### config.mk
export PLATFORM = sky130hd
export DESIGN_NAME = tx_update_arbiter
export DESIGN_NICKNAME = d
export VERILOG_FILES = /design/src/rtl/tx_arb_pkg.sv /design/src/rtl/tx_update_arbiter_rr_pick.sv /design/src/rtl/tx_update_arbiter.sv
export SDC_FILE = /design/constraint.sdc
export NUM_CORES = 1
export LEC_CHECK = 0
export ABC_AREA = 1
export BUFFER_PORTS_ARGS = -buffer_cell sky130_fd_sc_hd__buf_4
export CORE_AREA = 3 3 102 104
export CTS_BUF_LIST = sky130_fd_sc_hd__clkbuf_2
export DETAILED_ROUTE_END_ITERATION = 7
export DIE_AREA = 0 0 105 107
export PLACE_DENSITY = 0.54
export SLEW_MARGIN = 20
export SYNTH_ARGS = -nofsm -noshare
export SYNTH_HDL_FRONTEND = slang
export SYNTH_HIERARCHICAL = 1
export SYNTH_SLANG_ARGS = --single-unit
### constraint.sdc
create_clock -name clk -period 1.65 [get_ports clk]
set_clock_uncertainty 0.05 [all_clocks]
set_input_delay 0.165 -clock clk [delete_from_list [all_inputs] [get_ports clk]]
set_output_delay 0.165 -clock clk [all_outputs]
set_load 0.005 [all_outputs]
### src/rtl/tx_arb_pkg.sv
// Shared types and helpers for the TX update arbiter and its round-robin finder.
package tx_arb_pkg;

  typedef enum logic {IDLE, BURST} arb_state_t;

  localparam int STAT_W = 32;

  // Ceiling log2 with a floor of 1 so single-bit indices stay legal.
  function automatic int log2(input int n);
    int r;
    r = 1;
    while ((1 << r) < n) r++;
    return r;
  endfunction

endpackage

### src/rtl/tx_update_arbiter_rr_pick.sv
// Combinational round-robin finder: first set request bit after index last, wrapping.
module rr_pick
  import tx_arb_pkg::*;
#(
  parameter int N = 2
) (
  input  logic [N-1:0]       req,
  input  logic [log2(N)-1:0] last,
  output logic               found,
  output logic [log2(N)-1:0] idx
);

  localparam int IW = log2(N);

  always_comb begin
    int j;
    j     = 0;
    found = 1'b0;
    idx   = '0;
    // Offset 1 first so the previous winner is considered last.
    for (int k = 1; k <= N; k++) begin
      j = int'(last) + k;
      if (j >= N) j -= N;
      if (!found && req[j]) begin
        found = 1'b1;
        idx   = IW'(j);
      end
    end
  end

endmodule

### src/rtl/tx_update_arbiter.sv
// Round-robin burst arbiter merging per-processor update FIFOs into the TX update FIFO.
// Define TX_ARB_STATS_EN to build the per-requester forwarded-word counters.
module tx_update_arbiter
  import tx_arb_pkg::*;
#(
  parameter int NUM_PROCS = 2,
  parameter int DATA_W    = 64,
  parameter int BURST_LEN = 4
) (
  input  logic                        clk,
  input  logic                        reset,
  input  logic [NUM_PROCS*DATA_W-1:0] proc_q,
  input  logic [NUM_PROCS-1:0]        proc_empty,
  output logic [NUM_PROCS-1:0]        proc_rdreq,
  output logic [DATA_W-1:0]           tx_data,
  output logic                        tx_wrreq,
  input  logic                        tx_afull,
  output logic [log2(NUM_PROCS)-1:0]  tx_src,
  output logic [NUM_PROCS*STAT_W-1:0] stat_words
);

  localparam int SRC_W = log2(NUM_PROCS);
  localparam int CNT_W = log2(BURST_LEN + 1);
  localparam logic [CNT_W-1:0] CNT_MAX  = CNT_W'(BURST_LEN);
  localparam logic [CNT_W-1:0] CNT_LAST = CNT_W'(BURST_LEN - 1);
  localparam logic [SRC_W-1:0] SRC_TOP  = SRC_W'(NUM_PROCS - 1);

  arb_state_t       state;
  logic [SRC_W-1:0] grant;
  logic [SRC_W-1:0] last;
  logic [SRC_W-1:0] pick_idx;
  logic [CNT_W-1:0] cnt;
  logic             pick_found;
  logic             rd_now;

  rr_pick #(.N(NUM_PROCS)) u_pick (
    .req   (~proc_empty),
    .last  (last),
    .found (pick_found),
    .idx   (pick_idx)
  );

  // Pop stage: read is gated by afull so at most one word is ever in flight.
  assign rd_now = (state == BURST) && !proc_empty[grant] && !tx_afull &&
                  (cnt < CNT_MAX) && !reset;

  always_comb begin
    proc_rdreq        = '0;
    proc_rdreq[grant] = rd_now;
  end

  always_ff @(posedge clk) begin
    if (reset) begin
      state    <= IDLE;
      grant    <= '0;
      last     <= SRC_TOP;
      cnt      <= '0;
      tx_wrreq <= 1'b0;
      tx_src   <= '0;
    end else begin
      tx_wrreq <= |proc_rdreq;
      tx_src   <= grant;
      case (state)
        IDLE: begin
          if (pick_found) begin
            grant <= pick_idx;
            cnt   <= '0;
            state <= BURST;
          end
        end
        BURST: begin
          if (rd_now) cnt <= cnt + 1'b1;
          if (proc_empty[grant] || (rd_now && cnt == CNT_LAST)) begin
            last  <= grant;
            state <= IDLE;
          end
        end
        default: state <= IDLE;
      endcase
    end
  end

  // Write stage: the non-show-ahead FIFO presents the popped word one cycle after the read.
  assign tx_data = proc_q[int'(tx_src)*DATA_W +: DATA_W];

`ifdef TX_ARB_STATS_EN
  logic [STAT_W-1:0] stat_cnt [NUM_PROCS];

  always_ff @(posedge clk) begin
    for (int i = 0; i < NUM_PROCS; i++) begin
      if (reset) stat_cnt[i] <= '0;
      else if (tx_wrreq && tx_src == SRC_W'(i)) stat_cnt[i] <= stat_cnt[i] + 1'b1;
    end
  end

  for (genvar g = 0; g < NUM_PROCS; g++) begin : g_stat
    assign stat_words[g*STAT_W +: STAT_W] = stat_cnt[g];
  end
`else
  assign stat_words = '0;
`endif

endmodule

==> out/results.txt, run 1 <==
Setup Viol. Count Final: 0
post-synthesis sequential area ratio: 9.474%
CP max-delay cell: dfxtp_4
Data arrival, critical path: 1.37 ns
Die W: 105 µm
clk buf depth: 2
Peak VDD IR: 0.0003061 V
clk sinks: 8
fraction of the cycle the final worst path needs: 95.78%
fraction of layout cells with a size suffix above 1: 63.68%
dominant cells by area after synthesis: buf_4 29%, mux2_1 21%, mux2_2 21%
post-route antenna net violation count: 0
initial detailed-routing violation count: 75
total number of vias: 1861
Tmin final: 1.580 ns
Synth Instances: 193
post-CTS setup repair buffer count: 0
area grow syn2layout: 84.97%
Worst-path clk slew: 0.07 ns
DP Worst Slack: 0.2344 ns
status: finished, final reports clean
Post-DP HPWL: 7638 µm
Die ar.: 11240 µm²
HP Class: in -> reg
Ant. Diodes: 0
DRC: 0
Initial Util: 17.54%
final worst slack: 0.06969 ns
Setup TNS: 0 ns
total CTS buffers: 3
top-area cell type share of the netlist area: 28.87%
Worst Path Buf+Inv: 2
Avg Cell Area, Syn: 8.758 µm²
crit-path max FO: 22
synth unique cells: 19
H-tree levels: 1
number of global-route vias before repair: 1804
f_max: 0.6328 GHz
Yosys top cell by area: buf_4
RSZ-0062 raised after global routing: no
largest net degree at the start of global routing: 44
gpl congestion: 0.8357
Critical Path End Type: primary output
Ports: 265
std cell rows: 36
mapped cell area: 1690 µm²
routed vias/inst: 3.552
initial antenna violation count: 0
final non-filler cell total: 524
Synth Register Bits: 8
PD cells: 353.5 nW/µm²
Crit path max-delay family: flip-flops
Critical Path, Cell by Cell: buf_12, mux2_1, buf_4
CTS tree: built
Synth warnings: 6
grt total ovfl: 0
total core area: 9639 µm²
global-route wire length before repair: 11490 µm
IO Port Bufs: 200
# placed instances: 520
clock root buffer: clkbuf_2
Fin. Hold Viols: 0
clk_lat worst skew: 0.25 ns
MaxCap Viol Count: 0
Max stage delay on crit path: 0.40 ns
Routed WL: 8671 µm
Total GRT Usage: 13.27%
critical path class: reg -> out
Tot Pwr: 1.105 mW
Fill cells: 1074
wire per inst: 16.55 µm
nets: 528
first drt pass iteration count: 3
Die H: 107 µm
Leakage: 1.677 nW
Worst EP required: 1.43 ns
CP Launch Type: register
Slew Viols, Final: 0
==> layer usage <==
layer  GRT usage (%)  share of wire [%]
met5               0                  0
met4               0                  0
met3           3.974                7.5
met2           21.40                 48
met1           18.60                 44
==> sequential cells by signal, summed over array words and instances (netlist names) <==
signal and count:
grant 1, tx_wrreq 1, state 1, cnt 3
last 1, tx_src 1
==> cell type report <==
type,instances,area [µm²],share of cell area [%]
repair buffers,203,1567,50.10
inverters,12,45.04,1.441
flip-flops and latches,8,163.9,5.242
well taps,133,166.4,5.322
multi-input cells,165,1170,37.41
clock buffers,3,15.01,0.4802
==> power breakdown <==
group	switching, mW	internal, mW
sequential	0.0129	0.203
clock	0.0725	0.0496
combinational	0.291	0.477
total	0.376	0.729
==> stage by stage <==
| step | hold slack (ns) | utilization [%] | area, µm² |
|---|---|---|---|
| after global placement | 0.3221 | 31.83 | 3068 |
| after floorplan | 0.1774 | - | 1927 |
| after CTS | 0.06568 | 32.02 | 3087 |
| final | 0.07119 | 32.44 | 3127 |
| after global routing | 0.06378 | 32.44 | 3127 |
| after detailed placement | 0.3262 | 31.83 | 3068 |
==> path summary, 6_finish.rpt <==
kind / start / to / slack [ns] / cells after the start
max: tx_src / tx_data[47] / 0.07 / 3
min: reset / cnt[2] / 0.07 / 2
max reg2reg: cnt[0] / last / 0.47 / 6
min reg2reg: cnt[1] / cnt[1] / 0.45 / 2
==> timing repair <==
action | in CTS | in global routing
gates resized for setup | 2 | 4
endpoints found under the setup margin | 4 | 36
hold buffers | 0 | 0
cloned | 0 | 1
==> cell families (layout without fill, tap and decap cells) <==
| kind of cell | count (synthesis) | after routing | synth area share, % |
|---|---|---|---|
| AOI/OAI and AO/OA | 9 | 9 | 2.886 |
| muxes | 64 | 64 | 42.64 |
| adders and majority gates | 2 | 2 | 1.480 |
| DFF | 8 | 8 | 9.474 |
| buffers and inverters | 83 | 218 | 35.53 |
| and+or+nand+nor | 26 | 26 | 7.772 |
| other | 1 | 64 | 0.2218 |
==> Yosys cell counts, drive strengths merged <==
master  number
buf         71
ha           2
mux2        64
nand2       13
or2          1
nor2         7
o21ai        3
a21oi        6
dfxtp        8
inv         12
conb         1
nand3        5
==> placed cells by master (no fill, tap or decap) <==
master and instances:
a21oi_1 5, nand3_1 5, nor2_4 1, dfxtp_4 1
dfxtp_1 7, or2_1 1, inv_2 2, conb_1 64
clkbuf_16 1, mux2_4 1, a21oi_2 1, nor2_1 6
ha_1 2, buf_4 200, nand2_2 4, buf_12 2
inv_1 10, mux2_2 32, o21ai_0 3, clkbuf_2 3
nand2_4 1, mux2_1 31, nand2_1 8
(Power assumes the default switching activity.)
==> run 2, diff against run 1 <==
--- a/config.mk
+++ b/config.mk
@@ -5,12 +5,11 @@
 export SDC_FILE = /design/constraint.sdc
 export NUM_CORES = 1
 export LEC_CHECK = 0
-export ABC_AREA = 1
 export BUFFER_PORTS_ARGS = -buffer_cell sky130_fd_sc_hd__buf_4
-export CORE_AREA = 3 3 102 104
+export CORE_AREA = 3 3 101 103
 export CTS_BUF_LIST = sky130_fd_sc_hd__clkbuf_2
 export DETAILED_ROUTE_END_ITERATION = 7
-export DIE_AREA = 0 0 105 107
+export DIE_AREA = 0 0 104 106
 export PLACE_DENSITY = 0.54
 export SLEW_MARGIN = 20
 export SYNTH_ARGS = -nofsm -noshare
==> run 2 against run 1 <==
  * Critical path depth unchanged
  * Worst hold slack improved by 0.039 ns
  * Combinational power is 8.9% lower
  * Cell count shrank 3.1%
  * Critical path type unchanged
  * Largest power group unchanged
  * Highest routed layer is now met5
==> out/results.txt, run 2 <==
total CTS buffers: 3 (unchanged)
largest net degree at the start of global routing: 45 (+2.3%)
Routed WL: 8031 µm (-7.4%)
Synth Register Bits: 8 (unchanged)
Fill cells: 1001 (-6.8%)
initial detailed-routing violation count: 56 (-25%)
Tmin final: 1.608 ns (+0.02778 ns)
critical path class: reg -> out
ys async rst share: 0% (unchanged)
clk sinks: 8 (unchanged)
Post-DP HPWL: 6788 µm (-11%)
Initial Util: 17.72% (+0.19 points)
gpl congestion: 0.8084 (-3.3%)
top-count cell post-synth: mux2_2
Ant. Diodes: 0 (unchanged)
Largest register FFs: 3 (unchanged)
top-area cell type share of the netlist area: 44.49% (+16 points)
global-route wire length before repair: 10520 µm (-8.4%)
grt total ovfl: 0 (unchanged)
Placement Cell Area: 3060 µm² (-0.24%)
Synth warnings: 6 (unchanged)
fraction of layout cells with a size suffix above 1: 73.88% (+10 points)
Critical Path, Cell by Cell: or4b_4, nor3_2, buf_4
CP max-delay cell: or4b_4
PD cells: 325.2 nW/µm² (-8.0%)
synth cell count leaders: 65 x mux2_2, 64 x buf_4, 8 x clkbuf_1, 8 x dfxtp_1
H-tree levels: 1 (unchanged)
Peak VDD IR: 0.0001586 V (-48%)
f_max: 0.6219 GHz (-1.7%)
synth unique cells: 24 (+5)
Synth Instances: 181 (-6.2%)
area of the multi-input gates: 1204 µm² (+2.9%)
wire per inst: 15.81 µm (-4.5%)
Critical Path End Type: primary output
Finished Cell Area: 3162 µm² (+1.1%)
Worst-path clk slew: 0.09 ns (+0.02 ns)
routed vias/inst: 3.602 (+1.4%)
DRC: 0 (unchanged)
final core occ: 34.06% (+1.6 points)
CTS tree: built
status: finished, final reports clean
Die W: 104 µm (-0.95%)
Fin. Hold Viols: 0 (unchanged)
Data arrival, critical path: 1.39 ns (+0.02 ns)
crit-path max FO: 5 (-77%)
clock root buffer: clkbuf_2
Crit path max-delay family: simple AND/OR/NAND/NOR gates
initial antenna violation count: 1 (+1)
top_reg_cell synth: dfxtp_1
register area: 166.4 µm² (+1.5%)
Total GRT Usage: 12.11% (-1.2 points)
nets: 516 (-2.3%)
Setup Viol. Count Final: 0 (unchanged)
area grow syn2layout: 92.17%
Avg Cell Area, Syn: 9.090 µm² (+3.8%)
Die H: 106 µm (-0.93%)
Worst EP required: 1.43 ns (about the same)
Biggest register: cnt
Post-CTS Hold Buffers: 0 (unchanged)
Leakage: 1.634 nW (-2.6%)
RSZ-0062 raised after global routing: yes
number of global-route vias before repair: 1723 (-4.5%)
IO Port Bufs: 200 (unchanged)
Tot Pwr: 1.028 mW (-7.0%)
post-route antenna net violation count: 0 (unchanged)
Post-synth EDFFs: 0 (unchanged)
MaxCap Viol Count: 0 (unchanged)
clk_lat worst skew: 0.24 ns (about the same)
Slew Viols, Final: 0 (unchanged)
commonest non-fill, non-tap cell in the layout: buf_4
total core area: 9284 µm² (-3.7%)
most frequent cells in the layout: 202 x buf_4, 64 x conb_1, 60 x mux2_2
fraction of the cycle the final worst path needs: 97.46% (+1.7 points)
Setup TNS: 0 ns (unchanged)
mapped cell area: 1645 µm² (-2.7%)
Die ar.: 11020 µm² (-1.9%)
dominant cells by area after synthesis: mux2_2 44%, buf_4 29%, dfxtp_1 9.7%
CP Launch Type: register
first drt pass iteration count: 4 (+1)
total number of vias: 1830 (-1.7%)
std cell rows: 35 (-2.8%)
clk buf depth: 2 (unchanged)
Ports: 265 (unchanged)
post-synthesis sequential area ratio: 9.734% (+0.26 points)
Yosys top cell by area: mux2_2
Max stage delay on crit path: 0.55 ns (+0.15 ns)
Worst Path Buf+Inv: 1 (-1)
HP Class: in -> reg
-- run 2: final timing paths --
kind	from	end	slack, ns	cells after the start
hold / removal	reset	cnt[2]	0.11	2
setup reg to reg	cnt[2]	cnt[2]	0.14	3
setup / recovery	cnt[2]	proc_rdreq[0]	0.04	3
hold reg to reg	cnt[2]	cnt[2]	0.44	2
-- run 2: cell families after synthesis --
family | synth area share, %
simple gates | 5.399
other cells | 0.2279
compound gates | 3.498
fa+ha+maj | 1.521
buf+inv | 33.31
mux | 46.31
flops | 9.734
-- run 2: where the power goes --
group | switching [mW] | internal, mW | total [mW]
clock network | 0.0711 | 0.0496 | 0.121
logic | 0.241 | 0.458 | 0.699
registers | 0.00816 | 0.201 | 0.209
total | 0.320 | 0.708 | 1.03
-- run 2: final cells by class --
class,count,area share (%)
flip-flops and latches,8,5.263
multi-input cells,158,38.07
clock buffers,3,0.4749
inverters,4,0.4749
repair buffers,206,50.61
well taps,129,5.105
-- run 2: worst register-to-register path, delay by kind of cell, from the launching register on --
family,cells,cell delay [ns]
AO/OA/AOI/OAI,1,0.14
flip-flops,1,0.35
AND/OR/NAND/NOR,2,0.91
-- run 2: routing by layer --
metal | GRT usage [%] | wire length [µm] | up-vias
li1 | - | - | 888
met1 | 13.77 | 2883 | 816
met2 | 22.05 | 4239 | 120
met3 | 5.100 | 868 | 4
met4 | 0.8547 | 25 | 2
met5 | 0 | 13 | -
-- run 2: repair_timing --
action | in CTS | in global routing
setup buffers | 1 | 0
setup endpoints to repair | 5 | 42
resized for setup | 4 | 7
gates cloned | 0 | 2
pin swaps | 1 | 0
-- run 2: through the flow --
step                worst slack (ns)  hold slack [ns]  cells
CTS                         0.003838          0.09746    506
global route                -0.02755          0.08859    508
detailed placement            0.1180           0.3703    502
floorplan                    0.08035           0.3037    244
global placement              0.1386           0.3611    502
finish                       0.04190           0.1100    508
==> run 3, diff against run 2 <==
--- a/config.mk
+++ b/config.mk
@@ -6,11 +6,11 @@
 export NUM_CORES = 1
 export LEC_CHECK = 0
 export BUFFER_PORTS_ARGS = -buffer_cell sky130_fd_sc_hd__buf_4
-export CORE_AREA = 3 3 101 103
+export CORE_AREA = 3 3 103 105
 export CTS_BUF_LIST = sky130_fd_sc_hd__clkbuf_2
 export DETAILED_ROUTE_END_ITERATION = 7
-export DIE_AREA = 0 0 104 106
-export PLACE_DENSITY = 0.54
+export DIE_AREA = 0 0 106 108
+export PLACE_DENSITY = 0.52
 export SLEW_MARGIN = 20
 export SYNTH_ARGS = -nofsm -noshare
 export SYNTH_HDL_FRONTEND = slang
==> constraint.sdc (replaced) <==
create_clock -name clk -period 1.51 [get_ports clk]
set_clock_uncertainty 0.05 [all_clocks]
set_input_delay 0.151 -clock clk [delete_from_list [all_inputs] [get_ports clk]]
set_output_delay 0.151 -clock clk [all_outputs]
set_load 0.005 [all_outputs]
==> run 3 against run 2 <==
  * The run now ends with negative setup slack left
  * Die area up 3.8%
  * Power up 27%
  * Combinational power up 36%
  * Cell count up 1.8%
  * Cell area up 15%
  * First-iteration DRC count up 100%
  * Global-route usage down 0.67 points
  * Sequential share of layout area down 0.74 points
  * Setup slack worse by 0.13 ns
  * Utilization up 3.4 points
  * Non-clock buffer count up 5
  * Largest power group unchanged
==> out/results.txt, run 3 (synthesis gave the netlist of run 2 again) <==
clk_lat worst skew: 0.23 ns (about the same)
Leakage: 1.908 nW (+17%)
Ant. Diodes: 0 (unchanged)
most frequent cells in the layout: 148 x buf_4, 64 x conb_1, 59 x buf_6
Worst EP required: 1.31 ns (-0.12 ns)
Setup Viol. Count Final: 57 (+57)
Biggest register: cnt
initial detailed-routing violation count: 113 (+100%)
Routed WL: 8533 µm (+6.3%)
clk sinks: 8 (unchanged)
Hold Slack: 0.06565 ns (-0.04432 ns)
fraction of layout cells with a size suffix above 1: 74.22% (+0.34 points)
Worst Path Buf+Inv: 2 (+1)
Peak VDD IR: 0.0002427 V (+53%)
grt total ovfl: 0 (unchanged)
CP Launch Type: register
std cell rows: 36 (+2.9%)
Tot Pwr: 1.310 mW (+27%)
commonest non-fill, non-tap cell in the layout: buf_4
nets: 521 (+0.97%)
DRC: 0 (unchanged)
Finished Cell Area: 3649 µm² (+15%)
Fin. Hold Viols: 0 (unchanged)
routed vias/inst: 3.762 (+4.4%)
initial antenna violation count: 0 (-1)
Critical Path, Cell by Cell: buf_16, mux2_2, buf_4
gpl congestion: 0.7793 (-3.6%)
HP Class: in -> reg
RSZ-0062 raised after global routing: yes
final worst slack: -0.08376 ns (-0.1257 ns)
Tmin final: 1.594 ns
Die ar.: 11450 µm² (+3.8%)
Worst-path clk slew: 0.09 ns (about the same)
final core occ: 37.50% (+3.4 points)
Data arrival, critical path: 1.39 ns (about the same)
fraction of the cycle the final worst path needs: 105.5%
clk buf depth: 2 (unchanged)
Placement Cell Area: 3084 µm² (+0.78%)
clock power share: 10.0% (-1.7 points)
sw frac: 30.88% (-0.25 points)
net switching power: 0.4046 mW (+26%)
Total GRT Usage: 11.44% (-0.67 points)
largest net degree at the start of global routing: 24 (-47%)
sequential share of power: 17.3% (-3.0 points)
number of global-route vias before repair: 1884 (+9.3%)
Die W: 106 µm (+1.9%)
PD cells: 359.1 nW/µm² (+10%)
Comb power frac: 72.7% (+4.8 points)
total core area: 9729 µm² (+4.8%)
clock root buffer: clkbuf_2
Max stage delay on crit path: 0.44 ns (-0.11 ns)
Initial Util: 16.91% (-0.81 points)
Die H: 108 µm (+1.9%)
Post-CTS Hold Buffers: 0 (unchanged)
critical path class: reg -> out
cell internal pwr: 0.9054 mW (+28%)
Slew Viols, Final: 0 (unchanged)
DP Worst Slack: 0.03502 ns (-0.08300 ns)
area grow syn2layout: 121.7%
Largest register FFs: 3 (unchanged)
# placed instances: 510 (+1.6%)
total CTS buffers: 3 (unchanged)
Post-DP HPWL: 6485 µm (-4.5%)
H-tree levels: 1 (unchanged)
first drt pass iteration count: 4 (unchanged)
final non-filler cell total: 517 (+1.8%)
MaxCap Viol Count: 0 (unchanged)
crit-path max FO: 22 (+17)
total number of vias: 1945 (+6.3%)
Critical Path End Type: primary output
Fill cells: 1005 (+0.40%)
CP max-delay cell: dfxtp_4
IO Port Bufs: 200 (unchanged)
post-route antenna net violation count: 0 (unchanged)
CTS tree: built
f_max: 0.6274 GHz
Setup TNS: -1.848 ns (-1.848 ns)
status: finished with violations
global-route wire length before repair: 10430 µm (-0.92%)
Crit path max-delay family: flip-flops
wire per inst: 16.50 µm (+4.4%)
violated checks: negative setup slack
Ports: 265 (unchanged)
## run 3: changes by cell type in the layout (fill, tap and decap cells not counted), moves of 52 or more
cell and change:
mux2_4 +52, buf_4 -54, buf_6 +58, mux2_2 -52
## run 3: timing repair
item | in CTS | in global routing
cloned | 1 | 1
resized for setup | 45 | 81
pin swaps | 2 | 2
setup buffers | 2 | 0
endpoints found under the setup margin | 66 | 68
## run 3: layout make-up
type / count / area (µm²) / share of cell area [%]
clock buffer: 3 / 15.01 / 0.4115
inverter: 4 / 15.01 / 0.4115
multi-input combinational: 158 / 1419 / 38.89
sequential: 8 / 165.2 / 4.527
tap: 133 / 166.4 / 4.561
timing repair buffer: 211 / 1868 / 51.20
## run 3: final timing paths
path	from	end	slack (ns)	cells after the start
setup / recovery	tx_src	tx_data[0]	-0.08	3
hold / removal	reset	cnt[2]	0.07	2
setup reg to reg	cnt[2]	cnt[2]	-0.02	3
hold reg to reg	cnt[1]	cnt[1]	0.45	2
## run 3: power groups by stage
stage	registers (mW)	logic (mW)	clock network [mW]
finish	0.226	0.953	0.131
global route	0.228	1.01	0.145
CTS	0.226	0.819	0.139
detailed placement	0.230	0.749	0
global placement	0.230	0.745	0
floorplan	0.229	0.368	0
## run 3: routing by layer
metal  vias to the layer above  share of wire [%]  track usage [%]
met3                         6                7.3            2.448
li1                        901                  -                -
met1                       925                 41            14.61
met4                         0               0.94            1.850
met2                       113                 50            20.17
met5                         -                  0                0
